`src/rtl/uart_pkg.sv`:
```
// uart_pkg
//   Shared definitions for the UART receive sampler:
//   - rx_state_t : sampler FSM states (IDLE, START_CHK, BIT)
//   - OSR        : oversample strobes per bit (fixed at 16)
//   - VOTE_LO/MID/HI : oversample indices whose samples feed the bit vote
//   - FRAME_TICKS: ticks per frame (start + 8 data + stop)
//   - STOP_IDX   : bit counter value while sampling the stop bit
//   - majority3(): 2-of-3 majority helper
package uart_pkg;

  typedef enum logic [1:0] {
    IDLE      = 2'd0,
    START_CHK = 2'd1,
    BIT       = 2'd2
  } rx_state_t;

  localparam int OSR = 16;

  localparam logic [3:0] VOTE_LO  = 4'd7;
  localparam logic [3:0] VOTE_MID = 4'd8;
  localparam logic [3:0] VOTE_HI  = 4'd9;

  localparam int FRAME_TICKS = 10;

  // In BIT the counter runs 0..7 for data and reaches FRAME_TICKS-2 on the
  // stop bit, after which the sampler releases the line.
  localparam logic [3:0] STOP_IDX = 4'(FRAME_TICKS - 2);

  function automatic logic majority3(input logic [2:0] s);
    return (s[0] & s[1]) | (s[0] & s[2]) | (s[1] & s[2]);
  endfunction

endpackage

```
`src/rtl/uart_baud_gen.sv`:
```
// uart_baud_gen
//   Oversample prescaler. Counts 0..CLKS_PER_SAMPLE-1 and wraps; strobe is
//   high while the count sits at its terminal value. A synchronous clear
//   forces the count back to 0 so the strobe phase can be anchored to an
//   external event (the start edge).
// Ports:
//   clk    in  system clock
//   rst    in  asynchronous active-low reset
//   clr    in  synchronous clear of the count
//   strobe out one-clk pulse every CLKS_PER_SAMPLE clks
module uart_baud_gen #(
  parameter int CLKS_PER_SAMPLE = 27
) (
  input  logic clk,
  input  logic rst,
  input  logic clr,
  output logic strobe
);

  localparam int CW = (CLKS_PER_SAMPLE > 1) ? $clog2(CLKS_PER_SAMPLE) : 1;
  localparam logic [CW-1:0] CNT_LAST = CW'(CLKS_PER_SAMPLE - 1);

  logic [CW-1:0] cnt_reg;

  assign strobe = (cnt_reg == CNT_LAST);

  always_ff @(posedge clk or negedge rst) begin
    if (!rst) begin
      cnt_reg <= '0;
    end else if (clr || strobe) begin
      cnt_reg <= '0;
    end else begin
      cnt_reg <= cnt_reg + CW'(1);
    end
  end

endmodule

```
`src/rtl/uart_rx_sampler.sv`:
```
// uart_rx_sampler
//   Receive front end for the UART receiver FSM. Synchronises the serial
//   pin, detects the start-bit falling edge, oversamples each bit OSR times
//   and emits one rx_tick per bit centre with the sampled bit on rx_in.
//   Every accepted frame yields exactly FRAME_TICKS ticks (start, 8 data,
//   stop); the sampler goes back to IDLE at mid-stop-bit so a following
//   start edge is never missed.
//
// Ports:
//   clk       in  system clock
//   rst       in  asynchronous active-low reset
//   rx_en     in  sampler enable; low forces IDLE and suppresses ticks
//   rx_pin    in  raw asynchronous serial line, idle high
//   rx_in     out registered bit value, valid with rx_tick, held otherwise
//   rx_tick   out one-clk pulse at each bit centre
//   rx_active out high while a frame is being sampled
//   glitch    out one-clk pulse when a start edge is rejected as noise
//
// Build option:
//   UART_RX_VOTE_EN defined   : bit value = 2-of-3 vote of samples at
//                               oversample indices 7, 8 and 9.
//   UART_RX_VOTE_EN undefined : bit value = single sample at index 8.
//   Tick timing is identical in both builds.
module uart_rx_sampler
  import uart_pkg::*;
#(
  parameter int CLKS_PER_SAMPLE = 27,
  parameter int SYNC_STAGES     = 2
) (
  input  logic clk,
  input  logic rst,
  input  logic rx_en,
  input  logic rx_pin,
  output logic rx_in,
  output logic rx_tick,
  output logic rx_active,
  output logic glitch
);

  // ---------------------------------------------------------------------
  // Pin synchroniser and edge detector
  // ---------------------------------------------------------------------
  logic [SYNC_STAGES-1:0] sync_reg;
  logic                   prev_s_reg;
  logic                   rx_s;
  logic                   fall;

  always_ff @(posedge clk or negedge rst) begin
    if (!rst) begin
      sync_reg   <= '1;
      prev_s_reg <= 1'b1;
    end else begin
      sync_reg   <= {sync_reg[SYNC_STAGES-2:0], rx_pin};
      prev_s_reg <= rx_s;
    end
  end

  assign rx_s = sync_reg[SYNC_STAGES-1];
  // Edge detection keeps running while disabled, so a line that is already
  // low when rx_en rises does not look like a fresh start edge.
  assign fall = prev_s_reg & ~rx_s;

  // ---------------------------------------------------------------------
  // State and timing counters
  // ---------------------------------------------------------------------
  rx_state_t  state_reg, state_next;
  logic [3:0] os_cnt_reg;
  logic [3:0] bit_cnt_reg, bit_cnt_next;
  logic       eval_reg;
  logic       rx_in_reg, rx_in_next;
  logic       rx_tick_reg, tick_next;
  logic       glitch_reg, glitch_next;
  logic       strobe;
  logic       frame_run;
  logic       vote;

  // Counters only run while a frame is in progress. Holding them clear in
  // IDLE means the first cycle of START_CHK starts from prescaler=0 and
  // os_cnt=0, i.e. the oversample phase is anchored to the detected edge.
  assign frame_run = rx_en && (state_reg != IDLE);

  uart_baud_gen #(
    .CLKS_PER_SAMPLE(CLKS_PER_SAMPLE)
  ) u_baud_gen (
    .clk   (clk),
    .rst   (rst),
    .clr   (!frame_run),
    .strobe(strobe)
  );

  always_ff @(posedge clk or negedge rst) begin
    if (!rst) begin
      os_cnt_reg <= '0;
      eval_reg   <= 1'b0;
    end else begin
      if (!frame_run) begin
        os_cnt_reg <= '0;
      end else if (strobe) begin
        os_cnt_reg <= os_cnt_reg + 4'd1;  // wraps 15 -> 0
      end
      // Last sample lands on the os_cnt=9 strobe; decide one clk later.
      eval_reg <= frame_run && strobe && (os_cnt_reg == VOTE_HI);
    end
  end

  // ---------------------------------------------------------------------
  // Bit sampling
  // ---------------------------------------------------------------------
`ifdef UART_RX_VOTE_EN
  logic [2:0] samp_reg;

  always_ff @(posedge clk or negedge rst) begin
    if (!rst) begin
      samp_reg <= '1;
    end else if (frame_run && strobe) begin
      case (os_cnt_reg)
        VOTE_LO:  samp_reg[0] <= rx_s;
        VOTE_MID: samp_reg[1] <= rx_s;
        VOTE_HI:  samp_reg[2] <= rx_s;
        default:  ;
      endcase
    end
  end

  assign vote = majority3(samp_reg);
`else
  logic samp_reg;

  always_ff @(posedge clk or negedge rst) begin
    if (!rst) begin
      samp_reg <= 1'b1;
    end else if (frame_run && strobe && (os_cnt_reg == VOTE_MID)) begin
      samp_reg <= rx_s;
    end
  end

  assign vote = samp_reg;
`endif

  // ---------------------------------------------------------------------
  // Frame FSM
  // ---------------------------------------------------------------------
  always_ff @(posedge clk or negedge rst) begin
    if (!rst) begin
      state_reg   <= IDLE;
      bit_cnt_reg <= '0;
      rx_in_reg   <= 1'b1;
      rx_tick_reg <= 1'b0;
      glitch_reg  <= 1'b0;
    end else begin
      state_reg   <= state_next;
      bit_cnt_reg <= bit_cnt_next;
      rx_in_reg   <= rx_in_next;
      rx_tick_reg <= tick_next;
      glitch_reg  <= glitch_next;
    end
  end

  always_comb begin
    state_next   = state_reg;
    bit_cnt_next = bit_cnt_reg;
    rx_in_next   = rx_in_reg;
    tick_next    = 1'b0;
    glitch_next  = 1'b0;

    if (!rx_en) begin
      // Disable wins over a pending evaluation: no tick, rx_in holds.
      state_next   = IDLE;
      bit_cnt_next = '0;
    end else begin
      case (state_reg)
        IDLE: begin
          bit_cnt_next = '0;
          if (fall) begin
            state_next = START_CHK;
          end
        end

        START_CHK: begin
          if (eval_reg) begin
            if (!vote) begin
              tick_next    = 1'b1;
              rx_in_next   = 1'b0;
              bit_cnt_next = '0;
              state_next   = BIT;
            end else begin
              glitch_next = 1'b1;
              state_next  = IDLE;
            end
          end
        end

        BIT: begin
          if (eval_reg) begin
            tick_next    = 1'b1;
            rx_in_next   = vote;
            bit_cnt_next = bit_cnt_reg + 4'd1;
            // Stop bit is passed through as sampled; leave at its centre.
            if (bit_cnt_reg == STOP_IDX) begin
              state_next = IDLE;
            end
          end
        end

        default: begin
          state_next   = IDLE;
          bit_cnt_next = '0;
        end
      endcase
    end
  end

  assign rx_in     = rx_in_reg;
  assign rx_tick   = rx_tick_reg;
  assign glitch    = glitch_reg;
  assign rx_active = (state_reg != IDLE);

endmodule

```
`config.mk`:
```
export PLATFORM = sky130hd
export DESIGN_NAME = uart_rx_sampler
export DESIGN_NICKNAME = d
export VERILOG_FILES = /design/src/rtl/uart_pkg.sv /design/src/rtl/uart_baud_gen.sv /design/src/rtl/uart_rx_sampler.sv
export SDC_FILE = /design/constraint.sdc
export NUM_CORES = 1
export LEC_CHECK = 0
export ABC_AREA = 1
export BUFFER_PORTS_ARGS = -buffer_cell sky130_fd_sc_hd__buf_2
export CORE_MARGIN = 2
export CORE_UTILIZATION = 25
export DETAILED_ROUTE_END_ITERATION = 12
export GPL_TIMING_DRIVEN = 0
export PLACE_DENSITY = 0.37
export SYNTH_ARGS = -nofsm -noshare
export SYNTH_HDL_FRONTEND = slang
export SYNTH_SLANG_ARGS = --single-unit
```
`constraint.sdc`:
```
create_clock -name clk -period 1.6 [get_ports clk]
set_clock_uncertainty 0.1 [all_clocks]
set_input_delay 0.24 -clock clk [delete_from_list [all_inputs] [get_ports clk]]
set_output_delay 0.24 -clock clk [all_outputs]
set_load 0.1 [all_outputs]
```
==> summary.txt, run 1 <==
status: completed
max_cap viols: 0
Worst EP required: 1.26 ns
Critical Path Source Type: register
clock share of power: 20.4%
vias post-DR: 916
maximum clock insertion buffer count: 2
# fillers: 510
cts bufs inserted: 3
endpoints failing setup: 0
Synthesized Nets: 159
Setup WS post-layout: 0.0577 ns
DRC: 0
sequential group share of total power: 36.8%
pwr/cell area: 1230 nW/um^2
layout cells sized above 1: 23.4%
Area contributors post-synth: dfrtp_1, ha_1, dfstp_2, nand2_1, nand3_1
worst-margin pin slew: 0.552 ns
Area growth syn-to-layout: 18.8%
Routed Antenna Nets: 0
dpl cells: 217
critical path fanouts, max: 4
Setup TNS: 0 ns
diode count: 0
Post-Syn Area: 1260 um^2
Core Region: 4790 um^2
H-tree lvl count: 1
Worst Hold Class: in -> reg
Seq/Total Area, Yosys: 46.3%
Ys Warns: 0
Final Hold Fails: 0
number of flip-flops in the largest register: 5
Initial Util: 26.2%
ys async rst share: 100%
cell count after synthesis: 144
vias in the first global route: 884
cell taking the most area after synthesis: dfrtp_1
gr usage total: 9.78%
Die H: 74.9 um
Non-Filler Cell Area, Final: 1490 um^2
IO Count: 8
post-DP HPWL: 1730 um
initial antenna violation count: 0
sw frac: 40.3%
Vias per Instance: 4.07
top-area cell type share of the netlist area: 35.9%
die area: 5610 um^2
CP max stage delay: 0.42 ns
slowest stage cell on the critical path: dfrtp_1
Slew headroom: 63.2%
grt ovf: 0
minimum clock period after layout: 1.54 ns
routability cong.: 0.774
first-pass GRT wire length: 4130 um
Die Span X: 74.9 um
CTS clock-pin slew for the worst setup and hold paths: 0.09 ns
Top FF cell, synth: dfrtp_1
Final Max Slew Viols: 0
NumNets Final: 174
DP Area: 1380 um^2
first-pass iteration count of the detailed router: 4
Post-Route WL: 2340 um
largest net degree at the start of global routing: 24
fin crit share: 96.4%
Internal: 1.10 mW
FMAX: 648 MHz
most numerous cell in the Yosys netlist: nand2_1
Comb power frac: 42.8%
area taken by flip-flops and latches: 582 um^2
Synth Register Bits: 23
Cell Count, Final, Fillers Out: 225
Worst Path Arrival: 1.20 ns
clk_lat worst skew: 0.26 ns
dpl ws: 0.0966 ns
P_sw: 0.742 mW
port bufs: 6
total clock sinks: 23
VDD IR-drop max: 0.598 mV
initial DRC count: 40
post-synthesis area per instance: 8.72 um^2
Post-synth EDFFs: 0
worst-path cell chain: inv_2 > ha_4 > clkinvlp_4 > buf_12
critical path class: reg -> out
Yosys cell types: 21
area of the multi-input gates: 609 um^2
Leakage: 0.710 nW
Row Count: 25
Wirelength per Cell: 10.4 um
TritonCTS clock tree: built
CP endpoint kind: output port
CTS Root Cell: clkbuf_8
Synth top cells by count: nand2_1, dfrtp_1, inv_1, nand3_1, nor2_1
area by class of cell:
cell class,instances,area share [%]
multi-input combinational,101,40.8
timing repair buffer,10,5.53
clock inverter,1,0.503
tap,67,5.62
buffer,1,0.754
inverter,19,5.03
clock buffer,3,2.77
sequential,23,39.0
cells by family after synthesis:
logic type                 after synthesis  share of synthesized area, %
buffers and inverters                   20                          6.57
and+or+nand+nor                         76                          29.1
xor gates and xnor gates                 5                          3.49
adders and majority gates               11                          11.0
DFF                                     23                          46.3
AOI/OAI and AO/OA                        9                          3.59
repair_timing:
item | 4_1_cts | 5_1_grt
buffers inserted | 0 | 2
resized for setup | 6 | 2
endpoints found under the hold margin | 19 | 0
hold buffers | 2 | 0
setup endpoints to repair | 1 | 2
pin swaps | 0 | 0
stage by stage:
| stage | total power [mW] | utilization (%) | hold WS, ns |
|---|---|---|---|
| finish | 1.84 | 31.2 | 0.156 |
| global route | 1.98 | 31.2 | 0.143 |
| CTS | 1.81 | 30.7 | 0.146 |
| detailed placement | 1.34 | 28.9 | 0.159 |
| global placement | 1.33 | 28.9 | 0.155 |
| floorplan | 1.20 | - | -0.156 |
final timing paths:
kind | endpoint | startpoint | cells after the start | slack [ns]
worst max-delay path | rx_active | state_reg[0] | 4 | 0.06
worst min-delay path | glitch | rx_en | 3 | 0.16
worst max register to register | os_cnt_reg[0] | state_reg[0] | 8 | 0.14
worst min register to register | sync_reg[1] | sync_reg[0] | 0 | 0.26
max in group asynchronous | sync_reg[0] | rst | 2 | 0.64
min in group asynchronous | os_cnt_reg[3] | rst | 2 | 0.38
power groups by stage:
stage | sequential [mW] | combinational (mW) | clock, mW
finish | 0.678 | 0.788 | 0.375
global route | 0.688 | 0.875 | 0.420
CTS | 0.682 | 0.733 | 0.397
detailed placement | 0.689 | 0.647 | 0
global placement | 0.688 | 0.639 | 0
floorplan | 0.678 | 0.524 | 0
cell usage in the layout (no fill, tap or decap):
| cell | n |
|---|---|
| xnor2_1 | 1 |
| dlygate4sd3_1 | 2 |
| nand2_2 | 3 |
| o21ai_0 | 1 |
| dfrtp_1 | 18 |
| nand3_1 | 15 |
| o21ai_1 | 6 |
| inv_2 | 6 |
| nand4_1 | 3 |
| nand2_1 | 34 |
| clkinvlp_4 | 2 |
| nand2_4 | 4 |
| dfstp_2 | 5 |
| xor2_1 | 4 |
| buf_4 | 2 |
| buf_12 | 1 |
| ha_1 | 10 |
| a21oi_1 | 2 |
| buf_6 | 1 |
| nor2_2 | 2 |
| clkbuf_4 | 1 |
| nor2_1 | 12 |
| nand4_2 | 1 |
| inv_1 | 12 |
| ha_4 | 1 |
| clkbuf_8 | 3 |
| nor3_1 | 1 |
| nand3_2 | 1 |
| buf_2 | 4 |
routing by layer:
layer	vias to the layer above	wire length [um]	part of all wire, %	track usage, %
met5	-	0	0	0
met4	0	22	0.94	4.17
met3	2	68	2.9	2.01
met2	10	1030	44	14.3
met1	423	1220	52	14.0
li1	481	-	-	-
critical path, delay by kind of cell (launching register included):
kind	cells	cell delay (ns)
buf+inv	3	0.37
fa+ha+maj	1	0.15
flops	1	0.42
(Power assumes the default switching activity.)
==> run 2: changes to the inputs <==
ABC_AREA = default   (was 1)
==> summary.txt, run 2 <==
Yosys cell types: 31 (+48%)
dpl cells: 176 (-19%)
Post-Syn Area: 1180 um^2 (-5.8%)
ys async rst share: 100% (unchanged)
NumNets Final: 152 (-13%)
Area growth syn-to-layout: 31.4%
initial DRC count: 37 (-7.5%)
R2R Path End: bit_cnt_reg[3]
Worst EP required: 1.26 ns (about the same)
Routed Antenna Nets: 0 (unchanged)
critical path fanouts, max: 4 (unchanged)
commonest non-fill, non-tap cell in the layout: dfrtp_1
Post-Route WL: 2360 um (+0.86%)
cell taking the most area after synthesis: dfrtp_1
status: finished, violations left
Internal: 1.05 mW (-4.8%)
post-DP HPWL: 1610 um (-7.0%)
cell count after synthesis: 115 (-20%)
grt ovf: 0 (unchanged)
Final Hold Fails: 0 (unchanged)
reg-to-reg slack, setup: 0.03 ns (-0.11 ns)
worst-path cell chain: inv_2 > ha_4 > clkinvlp_4 > buf_12
CP max stage delay: 0.43 ns (about the same)
P_sw: 0.540 mW (-27%)
Area contributors post-synth: dfrtp_1, ha_1, dfstp_2, nor2_1, nand3_1
area of the multi-input gates: 649 um^2 (+6.6%)
Final Max Slew Viols: 0 (unchanged)
Worst Hold Depth: 3 (unchanged)
Initial Util: 25.6% (-0.68 points)
fin crit share: 100% (+3.8 points)
pwr/cell area: 1020 nW/um^2 (-17%)
Seq/Total Area, Yosys: 49.2% (+2.8 points)
RSZ-0062 raised after global routing: true
Worst Min Path Start: rx_en
Row Count: 25 (unchanged)
failing checks: negative setup slack
CTS Root Cell: clkbuf_8
Die Span X: 72.8 um (-2.8%)
post-synthesis area per instance: 10.3 um^2 (+18%)
most numerous cell in the Yosys netlist: dfrtp_1
Top FF cell, synth: dfrtp_1
Wirelength per Cell: 12.4 um (+19%)
Crit path max-delay family: flip-flops
Vias per Instance: 4.46 (+9.6%)
Reg2Reg Depth: 6 (-2)
Die H: 72.8 um (-2.8%)
worst-margin pin slew: 0.533 ns (-0.0196 ns)
# fillers: 468 (-8.2%)
endpoints failing setup: 1 (+1)
CTS clock-pin slew for the worst setup and hold paths: 0.09 ns (about the same)
largest net degree at the start of global routing: 24 (unchanged)
Critical Path Source Type: register
Synthesized Nets: 130 (-18%)
FMAX: 624 MHz (-3.8%)
maximum clock insertion buffer count: 2 (unchanged)
first-pass iteration count of the detailed router: 4 (unchanged)
Setup WS post-layout: -0.00361 ns (-0.0613 ns)
Core Region: 4630 um^2 (-3.3%)
sw frac: 34.0% (-6.3 points)
Ys Warns: 0 (unchanged)
layout cells sized above 1: 33.1% (+9.7 points)
sequential group share of total power: 40.0% (+3.2 points)
diode count: 0 (unchanged)
DRC: 0 (unchanged)
cts bufs inserted: 3 (unchanged)
Leakage: 0.722 nW (+1.7%)
Comb power frac: 36.7% (-6.1 points)
slowest stage cell on the critical path: dfrtp_1
Post-synth EDFFs: 0 (unchanged)
H-tree lvl count: 1 (unchanged)
minimum clock period after layout: 1.60 ns (+0.0613 ns)
die area: 5300 um^2 (-5.5%)
port bufs: 7 (+1)
VDD IR-drop max: 0.304 mV (-49%)
critical path class: reg -> out
Synth Register Bits: 23 (unchanged)
initial antenna violation count: 0 (unchanged)
area taken by flip-flops and latches: 582 um^2 (unchanged)
Worst Path Arrival: 1.26 ns (+0.06 ns)
routability cong.: 0.744 (-3.9%)
IO Count: 8 (unchanged)
max_cap viols: 0 (unchanged)
Hold Slack: 0.226 ns (+0.0701 ns)
most frequent cells in the layout: dfrtp_1, nor2_1, inv_1
Buf/Inv on CP: 3 (unchanged)
Critical R2R Launch: state_reg[1]
Worst Hold Endpoint: os_cnt_reg[2]
number of flip-flops in the largest register: 5 (unchanged)
Slew headroom: 64.5% (+1.3 points)
clk_lat worst skew: 0.27 ns (about the same)
first-pass GRT wire length: 4170 um (+0.99%)
top-area cell type share of the netlist area: 38.1% (+2.2 points)
TritonCTS clock tree: built
Worst Hold Class: in -> reg
clock share of power: 23.3% (+2.9 points)
CP endpoint kind: output port
vias post-DR: 848 (-7.4%)
gr usage total: 10.0% (+0.23 points)
total clock sinks: 23 (unchanged)
Synth top cells by count: dfrtp_1, nor2_1, inv_1
Cell Count, Final, Fillers Out: 190 (-16%)
vias in the first global route: 897 (+1.5%)
## run 2: per-stage QoR
step | TNS, ns | setup WS, ns | utilization, % | total power [mW] | cell area [um^2]
global placement | -0.638 | -0.194 | 28.0 | 1.00 | 1300
CTS | -0.0429 | -0.0176 | 32.2 | 1.58 | 1490
global route | -0.181 | -0.0718 | 33.6 | 1.68 | 1560
finish | -0.00361 | -0.00361 | 33.6 | 1.59 | 1560
floorplan | -0.0677 | -0.0132 | - | 0.924 | 1190
detailed placement | -0.619 | -0.197 | 28.0 | 1.00 | 1300
## run 2: timing repair
| item | in CTS | in global routing |
|---|---|---|
| resized for setup | 19 | 10 |
| hold buffers | 2 | 0 |
| pin swaps | 7 | 5 |
| hold endpoints to repair | 19 | 0 |
| buffers inserted | 4 | 5 |
| endpoints found under the setup margin | 6 | 10 |
| gates cloned | 0 | 0 |
## run 2: how the worst max path moves through the flow
stage | from | to | slack (ns) | cells past startpoint
global placement | state_reg[0] | state_reg[1] | -0.19 | 7
detailed placement | state_reg[0] | state_reg[1] | -0.20 | 7
floorplan | state_reg[0] | u_baud_gen.cnt_reg[0] | -0.01 | 5
global route | state_reg[0] | rx_active | -0.07 | 4
finish | state_reg[0] | rx_active | -0.004 | 4
CTS | state_reg[0] | rx_active | -0.02 | 4
## run 2: power groups by stage
| stage | Clock [mW] | Combinational, mW | Sequential, mW |
|---|---|---|---|
| floorplan | 0 | 0.285 | 0.639 |
| global placement | 0 | 0.356 | 0.644 |
| detailed placement | 0 | 0.358 | 0.645 |
| CTS | 0.388 | 0.552 | 0.635 |
| global route | 0.409 | 0.634 | 0.640 |
| finish | 0.370 | 0.583 | 0.634 |
## run 2: cell type report
type	count	share of cell area (%)
Inverter	13	3.38
Buffer	1	0.322
Timing Repair Buffer	18	9.81
Clock inverter	1	0.322
Sequential cell	23	37.4
Tap cell	54	4.34
Clock buffer	3	2.65
Multi-Input combinational cell	77	41.8
## run 2: cells by family (layout without fill, tap and decap cells)
| kind of cell | after synthesis | in the layout | share of synthesized area [%] |
|---|---|---|---|
| adder cells (fa/ha/maj) | 11 | 11 | 11.6 |
| multiplexers | 3 | 3 | 2.54 |
| XOR/XNOR | 5 | 5 | 3.70 |
| flip-flops | 23 | 23 | 49.2 |
| AND/OR/NAND/NOR | 44 | 44 | 20.1 |
| buffers and inverters | 15 | 36 | 5.50 |
| AO/OA/AOI/OAI | 14 | 14 | 7.40 |
## run 2: worst register-to-register path, delay by kind of cell (launching register included)
kind	cells	cell delay, ns
AO/OA/AOI/OAI	1	0.08
adder cells (fa/ha/maj)	1	0.18
buffers and inverters	1	0.14
flip-flops	1	0.39
AND/OR/NAND/NOR	3	0.61
## run 2: routing by layer
| metal | global-route usage, % | wire length [um] | vias up |
|---|---|---|---|
| met3 | 2.21 | 70 | 4 |
| met4 | 3.09 | 27 | 0 |
| met2 | 16.4 | 1100 | 9 |
| li1 | - | - | 428 |
| met1 | 13.2 | 1160 | 407 |
| met5 | 0 | 0 | - |
